===== src/rtl/gcd_pkg.sv =====
// gcd_pkg: shared types for the multi-algorithm GCD engine.
//   state_t : handshake/compute FSM states of gcd_multi
//   mode_t  : per-job algorithm select (subtractive Euclid or binary Stein)
package gcd_pkg;

  typedef enum logic [2:0] {
    WAIT_A  = 3'd0,
    IN_A    = 3'd1,
    WAIT_B  = 3'd2,
    IN_B    = 3'd3,
    COMPUTE = 3'd4,
    DONE    = 3'd5
  } state_t;

  typedef enum logic {
    MODE_SUB = 1'b0,
    MODE_BIN = 1'b1
  } mode_t;

endpackage


===== src/rtl/gcd_step.sv =====
// gcd_step: one combinational GCD iteration for either algorithm.
// Ports:
//   i_a, i_b      current operands
//   i_k           binary-mode common power-of-two shift accumulated so far
//   i_mode        algorithm of the running job
//   o_next_a/b/k  operand and shift values after this step
//   o_done        this step terminates the job
//   o_result      GCD, valid only while o_done is high (0 otherwise)
module gcd_step
  import gcd_pkg::*;
#(
  parameter int WIDTH = 16,
  parameter int K_W   = $clog2(WIDTH) + 1
) (
  input  logic [WIDTH-1:0] i_a,
  input  logic [WIDTH-1:0] i_b,
  input  logic [K_W-1:0]   i_k,
  input  mode_t            i_mode,
  output logic [WIDTH-1:0] o_next_a,
  output logic [WIDTH-1:0] o_next_b,
  output logic [K_W-1:0]   o_next_k,
  output logic             o_done,
  output logic [WIDTH-1:0] o_result
);

  logic             w_a_zero;
  logic             w_b_zero;
  logic             w_a_even;
  logic             w_b_even;
  logic             w_a_eq_b;
  logic             w_a_ge_b;
  logic [WIDTH-1:0] w_a_minus_b;
  logic [WIDTH-1:0] w_b_minus_a;

  assign w_a_zero    = (i_a == {WIDTH{1'b0}});
  assign w_b_zero    = (i_b == {WIDTH{1'b0}});
  assign w_a_even    = ~i_a[0];
  assign w_b_even    = ~i_b[0];
  assign w_a_eq_b    = (i_a == i_b);
  assign w_a_ge_b    = (i_a >= i_b);
  // Only the difference selected by w_a_ge_b is ever used, so neither wraps.
  assign w_a_minus_b = i_a - i_b;
  assign w_b_minus_a = i_b - i_a;

  // Apply the first matching rule of the selected algorithm.
  always_comb begin
    o_next_a = i_a;
    o_next_b = i_b;
    o_next_k = i_k;
    o_done   = 1'b0;
    o_result = {WIDTH{1'b0}};
    case (i_mode)
      MODE_SUB: begin
        if (w_a_zero) begin
          o_done   = 1'b1;
          o_result = i_b;
        end else if (w_b_zero) begin
          o_done   = 1'b1;
          o_result = i_a;
        end else if (w_a_eq_b) begin
          o_done   = 1'b1;
          o_result = i_a;
        end else if (w_a_ge_b) begin
          o_next_a = w_a_minus_b;
        end else begin
          o_next_b = w_b_minus_a;
        end
      end
      MODE_BIN: begin
        // The shifted result never exceeds the smaller nonzero input, so it fits.
        if (w_a_zero) begin
          o_done   = 1'b1;
          o_result = i_b << i_k;
        end else if (w_b_zero) begin
          o_done   = 1'b1;
          o_result = i_a << i_k;
        end else if (w_a_even && w_b_even) begin
          o_next_a = i_a >> 1;
          o_next_b = i_b >> 1;
          o_next_k = i_k + {{(K_W-1){1'b0}}, 1'b1};
        end else if (w_a_even) begin
          o_next_a = i_a >> 1;
        end else if (w_b_even) begin
          o_next_b = i_b >> 1;
        end else if (w_a_ge_b) begin
          // Both odd: the difference is even, so halve it immediately.
          o_next_a = w_a_minus_b >> 1;
        end else begin
          o_next_b = w_b_minus_a >> 1;
        end
      end
      default: begin
        o_next_a = i_a;
        o_next_b = i_b;
        o_next_k = i_k;
        o_done   = 1'b0;
        o_result = {WIDTH{1'b0}};
      end
    endcase
  end

endmodule


===== src/rtl/gcd_multi.sv =====
// gcd_multi: parametrised GCD engine with a four-phase req/ack handshake.
// The host presents A, then B plus the algorithm mode; the result comes back
// on C together with ack, and cycles reports how many compute steps it took.
// Ports:
//   clk     clock, all state updates on the rising edge
//   reset   synchronous active-high reset, aborts any job in progress
//   req     handshake request from host
//   AB      operand bus (A first, then B)
//   mode    0 = subtractive, 1 = binary; captured together with B
//   ack     high while A is being accepted and while the result is valid
//   C       result while in DONE, 0 otherwise
//   busy    high while B is captured and during compute
//   cycles  saturating compute-cycle count of the last job
module gcd_multi
  import gcd_pkg::*;
#(
  parameter int WIDTH = 16,
  parameter int CNT_W = 16
) (
  input  logic             clk,
  input  logic             reset,
  input  logic             req,
  input  logic [WIDTH-1:0] AB,
  input  logic             mode,
  output logic             ack,
  output logic [WIDTH-1:0] C,
  output logic             busy,
  output logic [CNT_W-1:0] cycles
);

  localparam int             K_W     = $clog2(WIDTH) + 1;
  localparam logic [CNT_W-1:0] CNT_MAX = {CNT_W{1'b1}};
  localparam logic [CNT_W-1:0] CNT_ONE = {{(CNT_W-1){1'b0}}, 1'b1};

  state_t           r_state;
  state_t           w_next_state;
  logic [WIDTH-1:0] r_a;
  logic [WIDTH-1:0] r_b;
  logic [K_W-1:0]   r_k;
  mode_t            r_mode;
  logic [CNT_W-1:0] r_cycles;
  logic             r_ack;
  logic             r_busy;
  logic [WIDTH-1:0] r_c;

  logic [WIDTH-1:0] w_next_a;
  logic [WIDTH-1:0] w_next_b;
  logic [K_W-1:0]   w_next_k;
  logic             w_done;
  logic [WIDTH-1:0] w_result;

  gcd_step #(
    .WIDTH (WIDTH),
    .K_W   (K_W)
  ) u_step (
    .i_a      (r_a),
    .i_b      (r_b),
    .i_k      (r_k),
    .i_mode   (r_mode),
    .o_next_a (w_next_a),
    .o_next_b (w_next_b),
    .o_next_k (w_next_k),
    .o_done   (w_done),
    .o_result (w_result)
  );

  // Next-state logic of the handshake / compute FSM.
  always_comb begin
    w_next_state = r_state;
    case (r_state)
      WAIT_A: begin
        if (req) w_next_state = IN_A;
        else     w_next_state = WAIT_A;
      end
      IN_A: begin
        if (!req) w_next_state = WAIT_B;
        else      w_next_state = IN_A;
      end
      WAIT_B: begin
        if (req) w_next_state = IN_B;
        else     w_next_state = WAIT_B;
      end
      IN_B: begin
        w_next_state = COMPUTE;
      end
      COMPUTE: begin
        if (w_done) w_next_state = DONE;
        else        w_next_state = COMPUTE;
      end
      DONE: begin
        if (req) w_next_state = DONE;
        else     w_next_state = WAIT_A;
      end
      default: begin
        w_next_state = WAIT_A;
      end
    endcase
  end

  // State register and operand datapath.
  always_ff @(posedge clk) begin
    if (reset) begin
      r_state  <= WAIT_A;
      r_a      <= {WIDTH{1'b0}};
      r_b      <= {WIDTH{1'b0}};
      r_k      <= {K_W{1'b0}};
      r_mode   <= MODE_SUB;
      r_cycles <= {CNT_W{1'b0}};
    end else begin
      r_state <= w_next_state;
      case (r_state)
        IN_A: begin
          // A follows the bus for as long as the host keeps req high.
          r_a <= AB;
        end
        IN_B: begin
          r_b      <= AB;
          r_mode   <= mode_t'(mode);
          r_k      <= {K_W{1'b0}};
          r_cycles <= {CNT_W{1'b0}};
        end
        COMPUTE: begin
          r_a <= w_next_a;
          r_b <= w_next_b;
          r_k <= w_next_k;
          if (r_cycles != CNT_MAX) r_cycles <= r_cycles + CNT_ONE;
          else                     r_cycles <= r_cycles;
        end
        default: begin
          r_a <= r_a;
          r_b <= r_b;
        end
      endcase
    end
  end

  // Outputs are registered from the next state so they line up with r_state.
  always_ff @(posedge clk) begin
    if (reset) begin
      r_ack  <= 1'b0;
      r_busy <= 1'b0;
      r_c    <= {WIDTH{1'b0}};
    end else begin
      r_ack  <= (w_next_state == IN_A) || (w_next_state == DONE);
      r_busy <= (w_next_state == IN_B) || (w_next_state == COMPUTE);
      if (w_next_state == DONE) begin
        // Capture on the terminating step, then hold while DONE persists.
        if (r_state == COMPUTE) r_c <= w_result;
        else                    r_c <= r_c;
      end else begin
        r_c <= {WIDTH{1'b0}};
      end
    end
  end

  assign ack    = r_ack;
  assign busy   = r_busy;
  assign C      = r_c;
  assign cycles = r_cycles;

endmodule

===== config.mk =====
export PLATFORM = sky130hd
export DESIGN_NAME = gcd_multi
export DESIGN_NICKNAME = d
export VERILOG_FILES = /design/src/rtl/gcd_pkg.sv /design/src/rtl/gcd_step.sv /design/src/rtl/gcd_multi.sv
export SDC_FILE = /design/constraint.sdc
export NUM_CORES = 1
export LEC_CHECK = 0
export CAP_MARGIN = 20
export CORE_MARGIN = 2
export CORE_UTILIZATION = 52
export CTS_CLUSTER_SIZE = 10
export DETAILED_ROUTE_END_ITERATION = 12
export DONT_BUFFER_PORTS = 1
export GPL_ROUTABILITY_DRIVEN = 0
export HOLD_SLACK_MARGIN = 0.12
export PLACE_DENSITY = 0.67
export SLEW_MARGIN = 15
export SYNTH_ARGS = -nofsm -noshare
export SYNTH_HDL_FRONTEND = slang
export SYNTH_HIERARCHICAL = 1
export SYNTH_SLANG_ARGS = --single-unit

===== constraint.sdc =====
create_clock -name clk -period 8.35 [get_ports clk]
set_clock_uncertainty 0.15 [all_clocks]
set_input_delay 0.4175 -clock clk [delete_from_list [all_inputs] [get_ports clk]]
set_output_delay 0.4175 -clock clk [all_outputs]
set_load 0.02 [all_outputs]

# == Word level (Yosys, flattened, before mapping) ==
# Index checks and enable logic that the tools add are counted.
# totals
word_cells,113
mem_bits_ro,0
latch_bits,0
register_bits,75
mem_count,0
ram_bits,0
# op_classes
mux,49
magnitude_cmp,1
add_sub_neg,4
n_reduce_logical,15
n_div,0
shift,2
n_eq_ne,27
n_mul,0
bitwise_logic,4
# ops
operator,count
16-bit two-way mux,26
16-bit case mux with 2 select lines,6
16-bit zero test,2
16-bit by 5-bit << shifter with 16-bit output,2
16-bit subtractor,2
5-bit two-way mux,4
3-bit inequality test (second input constant),6
3-bit case mux with 6 select lines,1
9-bit AND reduction,2
16-bit by 1-bit adder with 16-bit output (second input constant),1
16-bit == test,1
16-bit greater-or-equal comparator,1
16-bit inequality test (second input constant),1
3-bit == test (second input constant),4
5-bit case mux with 2 select lines,1
3-bit by 2-bit == test with 1-bit output (second input constant),3
1-bit two-way mux,8
2-bit inequality test (second input constant),4
8-bit AND reduction,1
7-bit AND reduction,1
3-bit by 1-bit == test with 1-bit output (second input constant),2
5-bit by 1-bit adder with 5-bit output (second input constant),1
5-bit by 3-bit inequality test with 1-bit output (second input constant),1
5-bit by 4-bit inequality test with 1-bit output (second input constant),1
other kinds (15),20

# == Logic depth before layout (Yosys ltp) ==
# depth
ltp_word,10
mapped_depth,15
depth_no_buf,13

# == Hierarchy ==
# Netlist, hierarchy kept.
# by_module_without_submodules
mod,area_each_um2,cells_per_inst,n_inst
gcd_step,4389.2,707,1
gcd_multi,3357.0,415,1

# == Least setup slack after synthesis ==
# Ideal clock, no wire load.
# synth_path
path_kind,flip-flop to flip-flop
startpoint,register r_a[0]
endpoint,register r_a[11]
slack_ns,4.979
period_less_slack_ns,3.371
t_arrival_ns,3.130
path_buffers,0
path_stages_with_launch,14
t_required_ns,8.109
cell_sequence,dfxtp_1 > clkinv_1 > ha_1 > fa_1 > nand2b_1 > a21oi_1 > o21ai_2 > o211ai_2 > nand2_4 > a22oi_4 > nor2_1 > nor3_1 > nand2_1 > a311oi_1
# synth_via
elab_chain_len,9
# synth_rtl
item,line,rtl
from (decl),gcd_multi.sv:37,logic [WIDTH-1:0] r_a;
from (signal assigned),gcd_multi.sv:104,r_a <= {WIDTH{1'b0}};
from (signal assigned),gcd_multi.sv:123,r_a <= w_next_a;
from (signal assigned),gcd_multi.sv:130,r_a <= r_a;
16-bit subtractor,gcd_step.sv:42,assign w_a_minus_b = i_a - i_b;
16-bit two-way mux,gcd_step.sv:85,end else if (w_a_ge_b) begin
16-bit two-way mux,gcd_step.sv:83,end else if (w_b_even) begin
16-bit two-way mux,gcd_step.sv:81,end else if (w_a_even) begin
16-bit two-way mux,gcd_step.sv:77,end else if (w_a_even && w_b_even) begin
16-bit two-way mux,gcd_step.sv:74,end else if (w_b_zero) begin
16-bit two-way mux,gcd_step.sv:71,if (w_a_zero) begin
16-bit case mux with 2 select lines *,gcd_step.sv:52,case (i_mode)
net w_next_a[11],gcd_multi.sv:46,logic [WIDTH-1:0] w_next_a;
16-bit case mux with 2 select lines *,gcd_multi.sv:111,case (r_state)
# The timed path passes the listed nets; every way through them passes the cells marked *. The select of a mux whose other input is x is not followed.
# A chain may end at the register's enable or synchronous reset.

# == Final worst setup path ==
# Same ends and word-level chain as after synthesis.

==> results.tsv <==
metric	value	unit
place_ws	3.61	ns
run_status	complete, no violations	
grt_max_degree	83	
synth_simple_gate_area_share	27.2	%
die_area	0.0159	mm2
synthMuxAreaShare	4.83	%
overflow	0	
crit_path_start_kind	register	
yosysWarnings	6	
syn_avg_cell_area	6.90	um2
synth_top_area_share	19.4	%
die_w	126	um
antenna_found_initial	0	
cts.sinks	75	
firstDrtPassIters	6	
critPathKind	reg -> reg	
h-tree-depth	3	
p_per_area	169	mW/mm2
antenna_cells	0	
ir_drop	0.107	mV
grt_first_pass_wirelength	42.1	mm
start_util	53.3	%
fmax	206	MHz
yosys-top-cells-area	dfxtp_1 19%, nand2_1 9.8%, nor2_1 6.3%	
tightestPinTransition	0.955	ns
synth_top_family_by_area	compound AO/OA/AOI/OAI gates	
postRouteAntennaNets	0	
setup_viol	0	
ys.flop_type	dfxtp_1	
arrival	4.95	ns
synthAdderAreaFrac	6.01	%
dp_hpwl	19.6	mm
hold_class	in -> reg	
wl_per_cell	21.8	um
async_flop_share	0	%
synth_compound_area_share	31.0	%
path_clk_slew	0.06	ns
synth_edf_count	0	
port_buffers	0	
cts_tree	built	
layout-drive-gt1-share	6.52	%
numCtsBuffers	9	
cts_resized	0	
period_minus_slack	4.85	ns
ioPinCount	54	
rsz0062_at_grt	no	
rows	44	
drtIter0Drc	1243	
clk_latency	0.35	ns
syn2layout_area_growth	4.78	%
fin_ws	3.50	ns
cp-end-kind	register	
cts_root_buf	clkbuf_16	
required	8.46	ns
drt_wl_total	27.3	mm
synthXorXnorAreaFrac	3.51	%
dpl_cell_area	0.00760	mm2
utilization	55.8	%
drcViolationCount	0	
nets	1124	
die_h	126	um
design.core.area	0.0145	mm2
fin_tns_setup	0	ns
synth-seq-area-share	19.4	%
finalCritPeriodShare	58.0	%
num_vias	8496	
maxSlewViolCount	0	
grt_pass1_vias	7696	
hold_violations	0	
cts_buffer_depth	2	
power.leakage	0.00281	uW
vias_per_cell	6.76	
synth.distinct_cells	89	
crit_fanout	17	
synthCells	1122	
cap_viol_max_count	0	
synth_seq_cells	75	
n_fill_cell	1479	
netlist_area	0.00775	mm2
design_area	0.00812	mm2
grtUsageTotal	33.2	%
relSlewSlack	36.1	%
synth_top_area_cell	dfxtp_1	
p_total	1380	uW
syn-num-nets	1178	
-- cell usage after synthesis (4+ instances only) --
cell	count
a211oi_1	16
nor2_1	129
o31ai_1	5
mux2i_1	25
nor2b_1	5
a31oi_1	14
nor3_1	22
nor4_1	12
a22oi_1	17
or3_1	5
mux2_2	6
buf_1	5
xor2_1	6
a21o_1	10
clkbuf_8	4
o21a_1	8
ha_1	34
a21oi_1	73
o21ai_0	59
nand3_1	29
nand3b_1	4
xnor2_1	25
dfxtp_1	75
clkbuf_1	49
a311oi_1	34
inv_1	41
o21bai_1	4
nand4_1	13
and3_1	10
nand2b_1	11
o2111ai_1	4
buf_2	28
a221oi_1	11
o221ai_1	8
a21oi_2	10
and2_1	4
o22ai_1	20
o211ai_1	7
nand2_1	203
buf_6	5
-- cell usage in the layout (no fill, tap or decap), drive strengths merged, types with 14 or more instances in the layout --
cell type,count
nand3,30
ha,34
inv,41
nor4,14
a211oi,17
dlygate4sd3,16
a31oi,14
a22oi,18
o22ai,20
o21ai,61
mux2i,25
nor3,25
nor2,129
nand2,204
dfxtp,75
a311oi,34
a21oi,83
xnor2,25
-- state kept, by name, summed over array words and instances, names as in the netlist --
| name | count |
|---|---|
| r_a | 16 |
| cycles | 16 |
| r_mode | 1 |
| r_k | 5 |
| C | 16 |
| r_b | 16 |
| busy | 1 |
| r_state | 3 |
| ack | 1 |
-- report_power, final --
part           leakage [uW]  internal (uW)  switching, uW
logic               0.00205            188            354
clock network      0.000155            269            158
registers          0.000609            368           38.1
total               0.00281            826            550
-- repair_timing --
action                                 in CTS  in global routing
setup endpoints to repair                   0                  0
buffers inserted                            0                  0
endpoints found under the hold margin      57                  0
hold buffers                               17                  0
-- final timing paths --
check / startpoint / end / slack [ns] / depth (start not counted)
setup / recovery: r_a[0]$_SDFFE_PP0P_ / r_a[11]$_SDFFE_PP0P_ / 3.50 / 13
setup reg to reg: r_a[0]$_SDFFE_PP0P_ / r_a[11]$_SDFFE_PP0P_ / 3.50 / 13
hold / removal: AB[8] / r_a[8]$_SDFFE_PP0P_ / 0.13 / 2
hold reg to reg: C[2]$_SDFFE_PP0N_ / C[2]$_SDFFE_PP0N_ / 0.41 / 2
-- final cells by class --
type | count | area [um2] | share of cell area (%)
multi-input cells | 912 | 5630 | 69.4
flip-flops and latches | 75 | 1500 | 18.5
repair buffers | 27 | 263 | 3.24
clock buffers | 10 | 239 | 2.94
well taps | 184 | 230 | 2.84
inverters | 43 | 161 | 1.99
clock inverters | 6 | 88.8 | 1.09
-- logic make-up (layout without fill, tap and decap cells) --
family / count (synthesis) / after routing
AND/OR/NAND/NOR: 467 / 467
AO/OA/AOI/OAI: 344 / 344
buffers and inverters: 135 / 86
flip-flops: 75 / 75
adder cells (fa/ha/maj): 36 / 36
multiplexers: 34 / 34
XOR/XNOR: 31 / 31
-- layer usage --
| metal | track usage [%] | up-vias | share of wire (%) |
|---|---|---|---|
| met5 | 0 | - | 0 |
| met4 | 14.9 | 0 | 4.8 |
| met3 | 6.71 | 97 | 9.6 |
| met2 | 49.4 | 536 | 43 |
| met1 | 46.4 | 3896 | 43 |
| li1 | - | 3967 | - |
-- stage by stage --
step,hold slack (ns),instances
after detailed placement,0.341,1224
final,0.126,1257
after global routing,0.136,1257
after global placement,0.340,1224
after floorplan,0.285,1122
after CTS,0.125,1257
-- worst max-delay path, stage by stage (launching register included) --
cell and delay [ns]:
dfxtp_1 0.73, clkinv_1 0.44, ha_1 0.35, fa_1 0.41
nand2b_1 0.18, a21oi_1 0.27, o21ai_2 0.15, o21ai_0 0.41
nand3b_1 0.55, a22oi_4 0.49, nor2_1 0.07, nor3_1 0.19
nand2_1 0.07, a311oi_1 0.27
No activity file was read; power rests on OpenSTA's default activity.
